**src/rtl/set_assoc_cache_if.sv**
```systemverilog
// rtl/set_assoc_cache_if.sv - request, response, memory-port and statistics bundle for set_assoc_cache
interface set_assoc_cache_if #(
    parameter int DATA_WIDTH = 16,
    parameter int ADDR_WIDTH = 16
);
    logic                  req_valid;
    logic                  req_ready;
    logic                  req_write;
    logic [ADDR_WIDTH-1:0] req_addr;
    logic [DATA_WIDTH-1:0] req_wdata;
    logic                  resp_valid;
    logic [DATA_WIDTH-1:0] resp_rdata;
    logic                  resp_hit;
    logic                  mem_req;
    logic                  mem_we;
    logic [ADDR_WIDTH-1:0] mem_addr;
    logic [DATA_WIDTH-1:0] mem_wdata;
    logic                  mem_ack;
    logic [DATA_WIDTH-1:0] mem_rdata;
    logic [31:0]           hit_counter;
    logic [31:0]           miss_counter;
    logic [31:0]           total_requests;

    modport slave (
        input  req_valid, req_write, req_addr, req_wdata, mem_ack, mem_rdata,
        output req_ready, resp_valid, resp_rdata, resp_hit,
        output mem_req, mem_we, mem_addr, mem_wdata,
        output hit_counter, miss_counter, total_requests
    );

    modport master (
        output req_valid, req_write, req_addr, req_wdata, mem_ack, mem_rdata,
        input  req_ready, resp_valid, resp_rdata, resp_hit,
        input  mem_req, mem_we, mem_addr, mem_wdata,
        input  hit_counter, miss_counter, total_requests
    );
endinterface

```
**src/rtl/set_assoc_cache.sv**
```systemverilog
// rtl/set_assoc_cache.sv - N-way set-associative write-back/write-allocate cache with true LRU
// Optional hit/miss/total statistics counters built when CACHE_STATS_EN is defined.
module set_assoc_cache #(
    parameter int DATA_WIDTH = 16,
    parameter int ADDR_WIDTH = 16,
    parameter int SETS       = 8,
    parameter int WAYS       = 2
) (
    input logic              clk,
    input logic              reset,
    set_assoc_cache_if.slave bus
);
    localparam int IDX_W = $clog2(SETS);
    localparam int TAG_W = ADDR_WIDTH - IDX_W;
    localparam int WAY_W = (WAYS > 1) ? $clog2(WAYS) : 1;

    typedef enum logic [1:0] {IDLE, COMPARE, WRITEBACK, REFILL} state_e;

    state_e state_q, state_d;

    logic                  valid_q [SETS][WAYS];
    logic                  dirty_q [SETS][WAYS];
    logic [WAY_W-1:0]      age_q   [SETS][WAYS];
    logic [TAG_W-1:0]      tag_q   [SETS][WAYS];
    logic [DATA_WIDTH-1:0] data_q  [SETS][WAYS];

    logic                  wr_q, wr_d;
    logic [ADDR_WIDTH-1:0] addr_q, addr_d;
    logic [DATA_WIDTH-1:0] wdata_q, wdata_d;
    logic [WAY_W-1:0]      victim_q, victim_d;

    logic                  resp_valid_q, resp_valid_d;
    logic [DATA_WIDTH-1:0] resp_rdata_q, resp_rdata_d;
    logic                  resp_hit_q, resp_hit_d;
    logic                  mem_req_q, mem_req_d;
    logic                  mem_we_q, mem_we_d;
    logic [ADDR_WIDTH-1:0] mem_addr_q, mem_addr_d;
    logic [DATA_WIDTH-1:0] mem_wdata_q, mem_wdata_d;

    logic [IDX_W-1:0]      set_idx;
    logic [TAG_W-1:0]      req_tag;
    logic                  hit;
    logic [WAY_W-1:0]      hit_way;
    logic [WAY_W-1:0]      victim;
    logic                  free_found;
    logic                  hit_wr, install, wb_done, lru_en;
    logic [WAY_W-1:0]      lru_way;
    logic [DATA_WIDTH-1:0] fill_data;

    assign set_idx   = addr_q[IDX_W-1:0];
    assign req_tag   = addr_q[ADDR_WIDTH-1:IDX_W];
    assign fill_data = wr_q ? wdata_q : bus.mem_rdata;

    // Victim: lowest-index invalid way, else the oldest (age WAYS-1).
    always_comb begin
        hit        = 1'b0;
        hit_way    = '0;
        victim     = '0;
        free_found = 1'b0;
        for (int w = 0; w < WAYS; w++) begin
            if (valid_q[set_idx][w] && (tag_q[set_idx][w] == req_tag)) begin
                hit     = 1'b1;
                hit_way = WAY_W'(w);
            end
        end
        for (int w = WAYS - 1; w >= 0; w--) begin
            if (!valid_q[set_idx][w]) begin
                free_found = 1'b1;
                victim     = WAY_W'(w);
            end
        end
        if (!free_found) begin
            for (int w = 0; w < WAYS; w++) begin
                if (age_q[set_idx][w] == WAY_W'(WAYS - 1)) begin
                    victim = WAY_W'(w);
                end
            end
        end
    end

    always_comb begin
        state_d      = state_q;
        wr_d         = wr_q;
        addr_d       = addr_q;
        wdata_d      = wdata_q;
        victim_d     = victim_q;
        resp_valid_d = 1'b0;
        resp_rdata_d = resp_rdata_q;
        resp_hit_d   = resp_hit_q;
        mem_req_d    = mem_req_q;
        mem_we_d     = mem_we_q;
        mem_addr_d   = mem_addr_q;
        mem_wdata_d  = mem_wdata_q;
        hit_wr       = 1'b0;
        install      = 1'b0;
        wb_done      = 1'b0;
        lru_en       = 1'b0;
        lru_way      = hit_way;
        unique case (state_q)
            IDLE: begin
                if (bus.req_valid) begin
                    wr_d    = bus.req_write;
                    addr_d  = bus.req_addr;
                    wdata_d = bus.req_wdata;
                    state_d = COMPARE;
                end
            end
            COMPARE: begin
                if (hit) begin
                    resp_valid_d = 1'b1;
                    resp_hit_d   = 1'b1;
                    lru_en       = 1'b1;
                    hit_wr       = wr_q;
                    resp_rdata_d = wr_q ? wdata_q : data_q[set_idx][hit_way];
                    state_d      = IDLE;
                end else begin
                    victim_d  = victim;
                    mem_req_d = 1'b1;
                    if (valid_q[set_idx][victim] && dirty_q[set_idx][victim]) begin
                        mem_we_d    = 1'b1;
                        mem_addr_d  = {tag_q[set_idx][victim], set_idx};
                        mem_wdata_d = data_q[set_idx][victim];
                        state_d     = WRITEBACK;
                    end else begin
                        mem_we_d   = 1'b0;
                        mem_addr_d = addr_q;
                        state_d    = REFILL;
                    end
                end
            end
            WRITEBACK: begin
                if (bus.mem_ack) begin
                    wb_done   = 1'b1;
                    mem_req_d = 1'b0;
                    state_d   = REFILL;
                end
            end
            REFILL: begin
                // mem_req low here means we arrived from WRITEBACK and still owe the one-cycle gap.
                if (!mem_req_q) begin
                    mem_req_d  = 1'b1;
                    mem_we_d   = 1'b0;
                    mem_addr_d = addr_q;
                end else if (bus.mem_ack) begin
                    install      = 1'b1;
                    lru_en       = 1'b1;
                    lru_way      = victim_q;
                    mem_req_d    = 1'b0;
                    resp_valid_d = 1'b1;
                    resp_hit_d   = 1'b0;
                    resp_rdata_d = fill_data;
                    state_d      = IDLE;
                end
            end
            default: state_d = IDLE;
        endcase
    end

    always_ff @(posedge clk) begin
        if (reset) begin
            state_q      <= IDLE;
            wr_q         <= 1'b0;
            addr_q       <= '0;
            wdata_q      <= '0;
            victim_q     <= '0;
            resp_valid_q <= 1'b0;
            resp_rdata_q <= '0;
            resp_hit_q   <= 1'b0;
            mem_req_q    <= 1'b0;
            mem_we_q     <= 1'b0;
            mem_addr_q   <= '0;
            mem_wdata_q  <= '0;
            for (int s = 0; s < SETS; s++) begin
                for (int w = 0; w < WAYS; w++) begin
                    valid_q[s][w] <= 1'b0;
                    dirty_q[s][w] <= 1'b0;
                    age_q[s][w]   <= WAY_W'(w);
                end
            end
        end else begin
            state_q      <= state_d;
            wr_q         <= wr_d;
            addr_q       <= addr_d;
            wdata_q      <= wdata_d;
            victim_q     <= victim_d;
            resp_valid_q <= resp_valid_d;
            resp_rdata_q <= resp_rdata_d;
            resp_hit_q   <= resp_hit_d;
            mem_req_q    <= mem_req_d;
            mem_we_q     <= mem_we_d;
            mem_addr_q   <= mem_addr_d;
            mem_wdata_q  <= mem_wdata_d;
            if (install) begin
                valid_q[set_idx][victim_q] <= 1'b1;
                dirty_q[set_idx][victim_q] <= wr_q;
            end
            if (hit_wr) begin
                dirty_q[set_idx][hit_way] <= 1'b1;
            end
            if (wb_done) begin
                dirty_q[set_idx][victim_q] <= 1'b0;
            end
            if (lru_en) begin
                for (int w = 0; w < WAYS; w++) begin
                    if (WAY_W'(w) == lru_way) begin
                        age_q[set_idx][w] <= '0;
                    end else if (age_q[set_idx][w] < age_q[set_idx][lru_way]) begin
                        age_q[set_idx][w] <= age_q[set_idx][w] + WAY_W'(1);
                    end
                end
            end
        end
    end

    always_ff @(posedge clk) begin
        if (!reset) begin
            if (hit_wr) begin
                data_q[set_idx][hit_way] <= wdata_q;
            end
            if (install) begin
                data_q[set_idx][victim_q] <= fill_data;
                tag_q[set_idx][victim_q]  <= req_tag;
            end
        end
    end

    assign bus.req_ready  = (state_q == IDLE);
    assign bus.resp_valid = resp_valid_q;
    assign bus.resp_rdata = resp_rdata_q;
    assign bus.resp_hit   = resp_hit_q;
    assign bus.mem_req    = mem_req_q;
    assign bus.mem_we     = mem_we_q;
    assign bus.mem_addr   = mem_addr_q;
    assign bus.mem_wdata  = mem_wdata_q;

`ifdef CACHE_STATS_EN
    logic [31:0] hit_cnt_q, miss_cnt_q, total_cnt_q;

    always_ff @(posedge clk) begin
        if (reset) begin
            hit_cnt_q   <= '0;
            miss_cnt_q  <= '0;
            total_cnt_q <= '0;
        end else if (state_q == COMPARE) begin
            total_cnt_q <= total_cnt_q + 32'd1;
            if (hit) begin
                hit_cnt_q <= hit_cnt_q + 32'd1;
            end else begin
                miss_cnt_q <= miss_cnt_q + 32'd1;
            end
        end
    end

    assign bus.hit_counter    = hit_cnt_q;
    assign bus.miss_counter   = miss_cnt_q;
    assign bus.total_requests = total_cnt_q;
`else
    assign bus.hit_counter    = '0;
    assign bus.miss_counter   = '0;
    assign bus.total_requests = '0;
`endif
endmodule
```
**src/flat_wrapper.sv**
```systemverilog
// flat-port wrapper written by rule: the top's interface ports become plain ports
module set_assoc_cache_flat 
#(
    parameter int DATA_WIDTH = 16,
    parameter int ADDR_WIDTH = 16,
    parameter int SETS       = 8,
    parameter int WAYS       = 2
)
  (clk, reset, bus_req_valid, bus_req_write, bus_req_addr, bus_req_wdata, bus_mem_ack, bus_mem_rdata, bus_req_ready, bus_resp_valid, bus_resp_rdata, bus_resp_hit, bus_mem_req, bus_mem_we, bus_mem_addr, bus_mem_wdata, bus_hit_counter, bus_miss_counter, bus_total_requests);
  set_assoc_cache_if #(.DATA_WIDTH(DATA_WIDTH), .ADDR_WIDTH(ADDR_WIDTH)) bus_i ();
  input logic clk;
  input logic reset;
  input wire logic [$bits(bus_i.req_valid)-1:0] bus_req_valid;
  input wire logic [$bits(bus_i.req_write)-1:0] bus_req_write;
  input wire logic [$bits(bus_i.req_addr)-1:0] bus_req_addr;
  input wire logic [$bits(bus_i.req_wdata)-1:0] bus_req_wdata;
  input wire logic [$bits(bus_i.mem_ack)-1:0] bus_mem_ack;
  input wire logic [$bits(bus_i.mem_rdata)-1:0] bus_mem_rdata;
  output wire logic [$bits(bus_i.req_ready)-1:0] bus_req_ready;
  output wire logic [$bits(bus_i.resp_valid)-1:0] bus_resp_valid;
  output wire logic [$bits(bus_i.resp_rdata)-1:0] bus_resp_rdata;
  output wire logic [$bits(bus_i.resp_hit)-1:0] bus_resp_hit;
  output wire logic [$bits(bus_i.mem_req)-1:0] bus_mem_req;
  output wire logic [$bits(bus_i.mem_we)-1:0] bus_mem_we;
  output wire logic [$bits(bus_i.mem_addr)-1:0] bus_mem_addr;
  output wire logic [$bits(bus_i.mem_wdata)-1:0] bus_mem_wdata;
  output wire logic [$bits(bus_i.hit_counter)-1:0] bus_hit_counter;
  output wire logic [$bits(bus_i.miss_counter)-1:0] bus_miss_counter;
  output wire logic [$bits(bus_i.total_requests)-1:0] bus_total_requests;
  assign bus_i.req_valid = bus_req_valid;
  assign bus_i.req_write = bus_req_write;
  assign bus_i.req_addr = bus_req_addr;
  assign bus_i.req_wdata = bus_req_wdata;
  assign bus_i.mem_ack = bus_mem_ack;
  assign bus_i.mem_rdata = bus_mem_rdata;
  assign bus_req_ready = bus_i.req_ready;
  assign bus_resp_valid = bus_i.resp_valid;
  assign bus_resp_rdata = bus_i.resp_rdata;
  assign bus_resp_hit = bus_i.resp_hit;
  assign bus_mem_req = bus_i.mem_req;
  assign bus_mem_we = bus_i.mem_we;
  assign bus_mem_addr = bus_i.mem_addr;
  assign bus_mem_wdata = bus_i.mem_wdata;
  assign bus_hit_counter = bus_i.hit_counter;
  assign bus_miss_counter = bus_i.miss_counter;
  assign bus_total_requests = bus_i.total_requests;
  set_assoc_cache #(.DATA_WIDTH(DATA_WIDTH), .ADDR_WIDTH(ADDR_WIDTH), .SETS(SETS), .WAYS(WAYS)) u_core (.clk(clk), .reset(reset), .bus(bus_i));
endmodule
```
**config.mk**
```make
export PLATFORM = sky130hd
export DESIGN_NAME = set_assoc_cache_flat
export DESIGN_NICKNAME = d
export VERILOG_FILES = /design/src/rtl/set_assoc_cache_if.sv /design/src/rtl/set_assoc_cache.sv /design/src/flat_wrapper.sv
export SDC_FILE = /design/constraint.sdc
export NUM_CORES = 1
export LEC_CHECK = 0
export CAP_MARGIN = 20
export CORE_ASPECT_RATIO = 0.7
export CORE_MARGIN = 10
export CORE_UTILIZATION = 50
export DETAILED_ROUTE_END_ITERATION = 8
export PLACE_DENSITY = 0.7
export SYNTH_ARGS = -nofsm -noshare
export SYNTH_HDL_FRONTEND = slang
export SYNTH_SLANG_ARGS = --single-unit
```
**constraint.sdc**
```tcl
create_clock -name clk -period 3.7 [get_ports clk]
set_clock_uncertainty 0.15 [all_clocks]
set_input_delay 0.74 -clock clk [delete_from_list [all_inputs] [get_ports clk]]
set_output_delay 0.74 -clock clk [all_outputs]
set_load 0.005 [all_outputs]
```
# Word-level counts from Yosys, hierarchy flattened

Memories as Yosys holds them, arrays and structs flattened. A register that Yosys moved wholly into a read port is not among the register bits.
Index checks and enable logic that the tools add are counted.
W data, S select, Z words.

Bits in registers: 88
Latch bits: 0
Memory bits (writable): 512
ROM bits: 0
Input bits: 53
Output and inout bits: 149
Logic and storage cells: 266
Memories: 5

Add/sub/neg operators: 2
$mul: 0
Div/mod/pow operators: 0
Order comparisons: 8
Equal/unequal tests: 12
Shift-type cells: 0
Muxes and demuxes: 166
Bitwise operators: 43
Reduce and logical (&&, ||, !) cells: 18

Memory list:

| memory         | depth | bits a word | read ports | clocked after Yosys merged registers in | write ports | line                  | RTL |
|---|---|---|---|---|---|---|---|
| u_core.data_q  | 8     | 32          | 1          | 1                                       | 1           | set_assoc_cache.sv:25 | `logic [DATA_WIDTH-1:0] data_q [SETS][WAYS];` |
| u_core.tag_q   | 8     | 26          | 1          | 1                                       | 1           | set_assoc_cache.sv:24 | `logic [TAG_W-1:0] tag_q [SETS][WAYS];` |
| u_core.age_q   | 8     | 2           | 1          | 1                                       | 8           | set_assoc_cache.sv:23 | `logic [WAY_W-1:0] age_q [SETS][WAYS];` |
| u_core.dirty_q | 8     | 2           | 1          | 1                                       | 8           | set_assoc_cache.sv:22 | `logic dirty_q [SETS][WAYS];` |
| u_core.valid_q | 8     | 2           | 1          | 1                                       | 8           | set_assoc_cache.sv:21 | `logic valid_q [SETS][WAYS];` |

Operator list:

| kind                 | number |
|---|---|
| $mux W16             | 16 |
| $mux W1              | 104 |
| $mux W32             | 2 |
| $pmux W16 S2         | 2 |
| $mux W13             | 4 |
| $mux W3              | 13 |
| $or A1 B1 Y1         | 38 |
| $demux W16 S1        | 2 |
| $mux W2              | 14 |
| $eq A13 B13 Y1       | 2 |
| $mux W26             | 1 |
| $demux W13 S1        | 1 |
| $ne A2 B2 Y1 const B | 5 |
| $reduce_and A3 Y1    | 3 |
| $ge A2 B2 Y1 const B | 4 |
| $not A1 Y2           | 4 |
| $pmux W2 S4          | 1 |
| $reduce_and A4 Y1    | 2 |
| $pmux W1 S2          | 3 |
| $reduce_or A2 Y1     | 3 |
| $logic_and A1 B1 Y1  | 5 |
| $eq A2 B2 Y1 const B | 2 |
| $lt A2 B1 Y1 const B | 2 |
| $ne A2 B1 Y1 const B | 2 |
| other kinds (10)     | 14 |

# Longest topological paths before layout

Depth in word-level cells: 19
Depth in mapped cells: 15
Depth with buffers taken out: 9

# Worst setup path after synthesis

No wires, ideal clock.

Path type: flip-flop to flip-flop
Start: reg with a tool-made name
End: mem u_core.data_q[7][0] (netlist name), enable pin
Library setup time: 389 ps
Arrival time: 3332 ps
Required time: 3161 ps
Slack: -170 ps
Cell stages (with the launch flop): 12
Path buffers: 5
Period minus slack after synthesis: 3870 ps
Cells stage by stage: dfxtp_1 > buf_4 > buf_6 > buf_2 > mux2i_1 > xnor2_1 > or3_1 > or4_1 > buf_2 > o21a_1 > buf_2 > nor2_1

RTL lines:

| element       | line |
|---|---|
| end, declared | set_assoc_cache.sv:25 |

==> flow_summary.toml <==
[clock_tree]
cts_tree = "yes"
cts_sinks = 603
cts-htree-levels = 2
cts_made_buffers = 56
ctsHoldBuffers = 0
clk_pin_slew_ns = 0.06
cts_max_path_buffers = 3
clock_latency_ns = 0.61
cts_root_buffer = "clkbuf_16"

[pwr]
clkPwrFrac = 0.388
internal_power_mw = 11.3
p_per_area_nw_per_um2 = 491
pwr-share-seq = 0.514
swShare = 0.231
p_switching_mw = 3.39
irDropWorstVdd_mv = 0.390
p_total_mw = 14.6
combPwrFrac = 0.098
p_leak_nw = 10.1

[detailed_routing]
drc = 0
via_per_inst = 5.89
vias = 15200
drtPass1Iterations = 5
routedWlPerCell_microns = 25.3
initialDrtViolationCount = 1793
routed_wl_mm = 65.1
drt.antenna.violating_nets = 0

[sta]
worst_pin_slew_ns = 0.829
setup_ws_ns = 0.0362
fin_setup_tns_ns = 0
slew_headroom = 0.447
fmax_ghz = 0.273
finalSetupViolCount = 0
fin_crit_sh = 0.990
layout_min_cycle_time_ns = 3.66
final-hold-violation-count = 0
rsz0062_at_grt = "yes"
final_max_slew_viol_count = 0

[yosys]
synth-main-ff-cell = "edfxtp_1"
yosysTopAreaCell = "edfxtp_1"
avgSynthCellArea_sq_um = 15.4
synth_edf_count = 495
yosys_warnings = 0
ys_types = 64
async_flop_share = 0
synth_area_leaders = "edfxtp_1 (58%), dfxtp_1 (8.4%), mux4_2 (8.2%)"
ys_seq_area_frac = 0.663
synth_seq_cells = 603
postSynthCellCount = 1673
syn-cell-area_sq_um = 25700
yosysTopAreaCellShare = 0.579

[die]
core_area_sq_um = 50800
core.rowCount = 69
initial_core_util = 0.506
die_h_microns = 210
fp.dieArea_sq_um = 61000
chipWidth_microns = 291
ios = 202

[outcome]
outcome = "complete, no violations"

[global_route]
grt_max_degree = 72
overflow = 0
grt_usage = 0.207
grt_pass1_wl_mm = 96.5
grt_antenna_before_repair = 0
first_global_vias = 15000

[cells_and_area]
nNetsFinal = 1909
drive_above_1_share = 0.221
fillers = 3815
final_common_cell = "edfxtp_1"
syn_to_final_growth_pct = 16.1
final_cell_mix = "edfxtp_1 (495), nor2_1 (123), dfxtp_1 (105)"
diodes = 0

[placed_design]
post-dp-hpwl_mm = 44.4
dp_slack_ns = -0.0901
place_congestion = 0.895
portBuffers = 105

[critical_path]
start_kind = "flop"
critPathKind = "reg -> reg"
cp.required_ns = 3.84
worst_ep_arrival_time_ns = 3.81
crit_path_max_fanout = 15
end_kind = "flop"

[min_path]
min_path_type = "reg -> reg"

[job]
cap_violations = 0
==> worst max-delay path, cell delays in order (launching register included) <==
cell and delay [ns]:
dfxtp_4 0.38, buf_6 0.20, buf_8 0.20, mux4_2 0.53
mux2_2 0.33, xnor2_1 0.18, and4_1 0.21, nand4_1 0.20
buf_4 0.24, a21oi_4 0.24, a31o_2 0.27, a21boi_1 0.22
==> worst paths after layout <==
| check | startpoint | to | slack, ns | cells after the start |
|---|---|---|---|---|
| max | flop | u_core.dirty_q[4][1] | 0.04 | 11 |
| min | u_core.valid_q[3][1] | u_core.valid_q[3][1] | 0.30 | 1 |
| max reg2reg | flop | u_core.dirty_q[4][1] | 0.04 | 11 |
| min reg2reg | u_core.valid_q[3][1] | u_core.valid_q[3][1] | 0.30 | 1 |
==> per-layer routing <==
layer / vias up / GRT usage / share of wire
met1: 7763 / 0.314 / 0.45
met2: 763 / 0.298 / 0.43
li1: 6577 / - / -
met5: - / 0 / 0
met4: 0 / 0.0477 / 0.017
met3: 81 / 0.0476 / 0.10
==> through the flow <==
step	instance area, sq um	utilization	hold slack [ns]	std cells
after global placement	27800	0.547	0.280	2459
after floorplan	26100	-	0.271	1768
after detailed placement	27800	0.547	0.288	2459
after CTS	29600	0.583	0.302	2566
after global routing	29800	0.588	0.322	2578
final	29800	0.588	0.301	2578
==> timing repair <==
action / CTS / global route
buffers inserted: 1 / 11
resized for setup: 6 / 20
cloned: 0 / 1
setup endpoints to repair: 160 / 325
pin swaps: 0 / 3
==> cells by family after synthesis <==
| family | count (synthesis) | synth area share |
|---|---|---|
| compound gates | 225 | 0.0609 |
| xor+xnor | 27 | 0.00920 |
| buf+inv | 203 | 0.0480 |
| flops | 603 | 0.663 |
| mux | 277 | 0.157 |
| other cells | 1 | 0.000146 |
| simple gates | 337 | 0.0620 |
==> synthesized netlist by cell type, types with 6 or more instances <==
cell	count
mux2i_1	104
o21ai_0	10
a21boi_1	8
a32o_1	16
mux2_2	80
o31ai_1	6
buf_4	108
nand2_1	100
a21oi_1	81
xor2_1	14
dfxtp_1	108
a22oi_1	24
nand3_1	8
a31o_2	13
nor2_1	127
nand2b_1	22
o41ai_1	10
buf_2	28
edfxtp_1	495
mux4_2	93
xnor2_1	13
clkbuf_1	57
nand3b_1	15
nor3_1	16
a21o_1	26
and2_1	14
==> layout make-up <==
type	count	area (sq um)	area share
well taps	674	843	0.0283
repair buffers	229	2210	0.0742
clock buffers	79	1570	0.0526
inverters	3	11.3	0.000377
flip-flops and latches	603	17000	0.571
clock inverters	27	236	0.00793
multi-input cells	963	7920	0.266
==> flip-flops by register name (all words and copies together) (netlist names), named ones only <==
register	flops
u_core.data_q	256
u_core.tag_q	208
u_core.addr_q	16
u_core.age_q	16
u_core.bus.mem_addr	16
u_core.bus.mem_wdata	16
u_core.bus.resp_rdata	16
u_core.dirty_q	16
u_core.valid_q	16
u_core.wdata_q	16
u_core.bus.mem_req	1
u_core.bus.mem_we	1
u_core.bus.resp_hit	1
u_core.bus.resp_valid	1
u_core.state_q	1
u_core.victim_q	1
u_core.wr_q	1
==> power groups by stage <==
| stage | logic (mW) | registers, mW | clock network [mW] |
|---|---|---|---|
| 6_report | 1.44 | 7.53 | 5.68 |
| 5_1_grt | 1.53 | 7.53 | 6.02 |
| 4_1_cts | 1.37 | 7.53 | 5.76 |
| 3_5_place_dp | 1.35 | 7.68 | 0 |
| 3_3_place_gp | 1.33 | 7.67 | 0 |
| 2_1_floorplan | 0.936 | 7.64 | 0 |
Note: power is estimated with default switching activity, not from simulation.
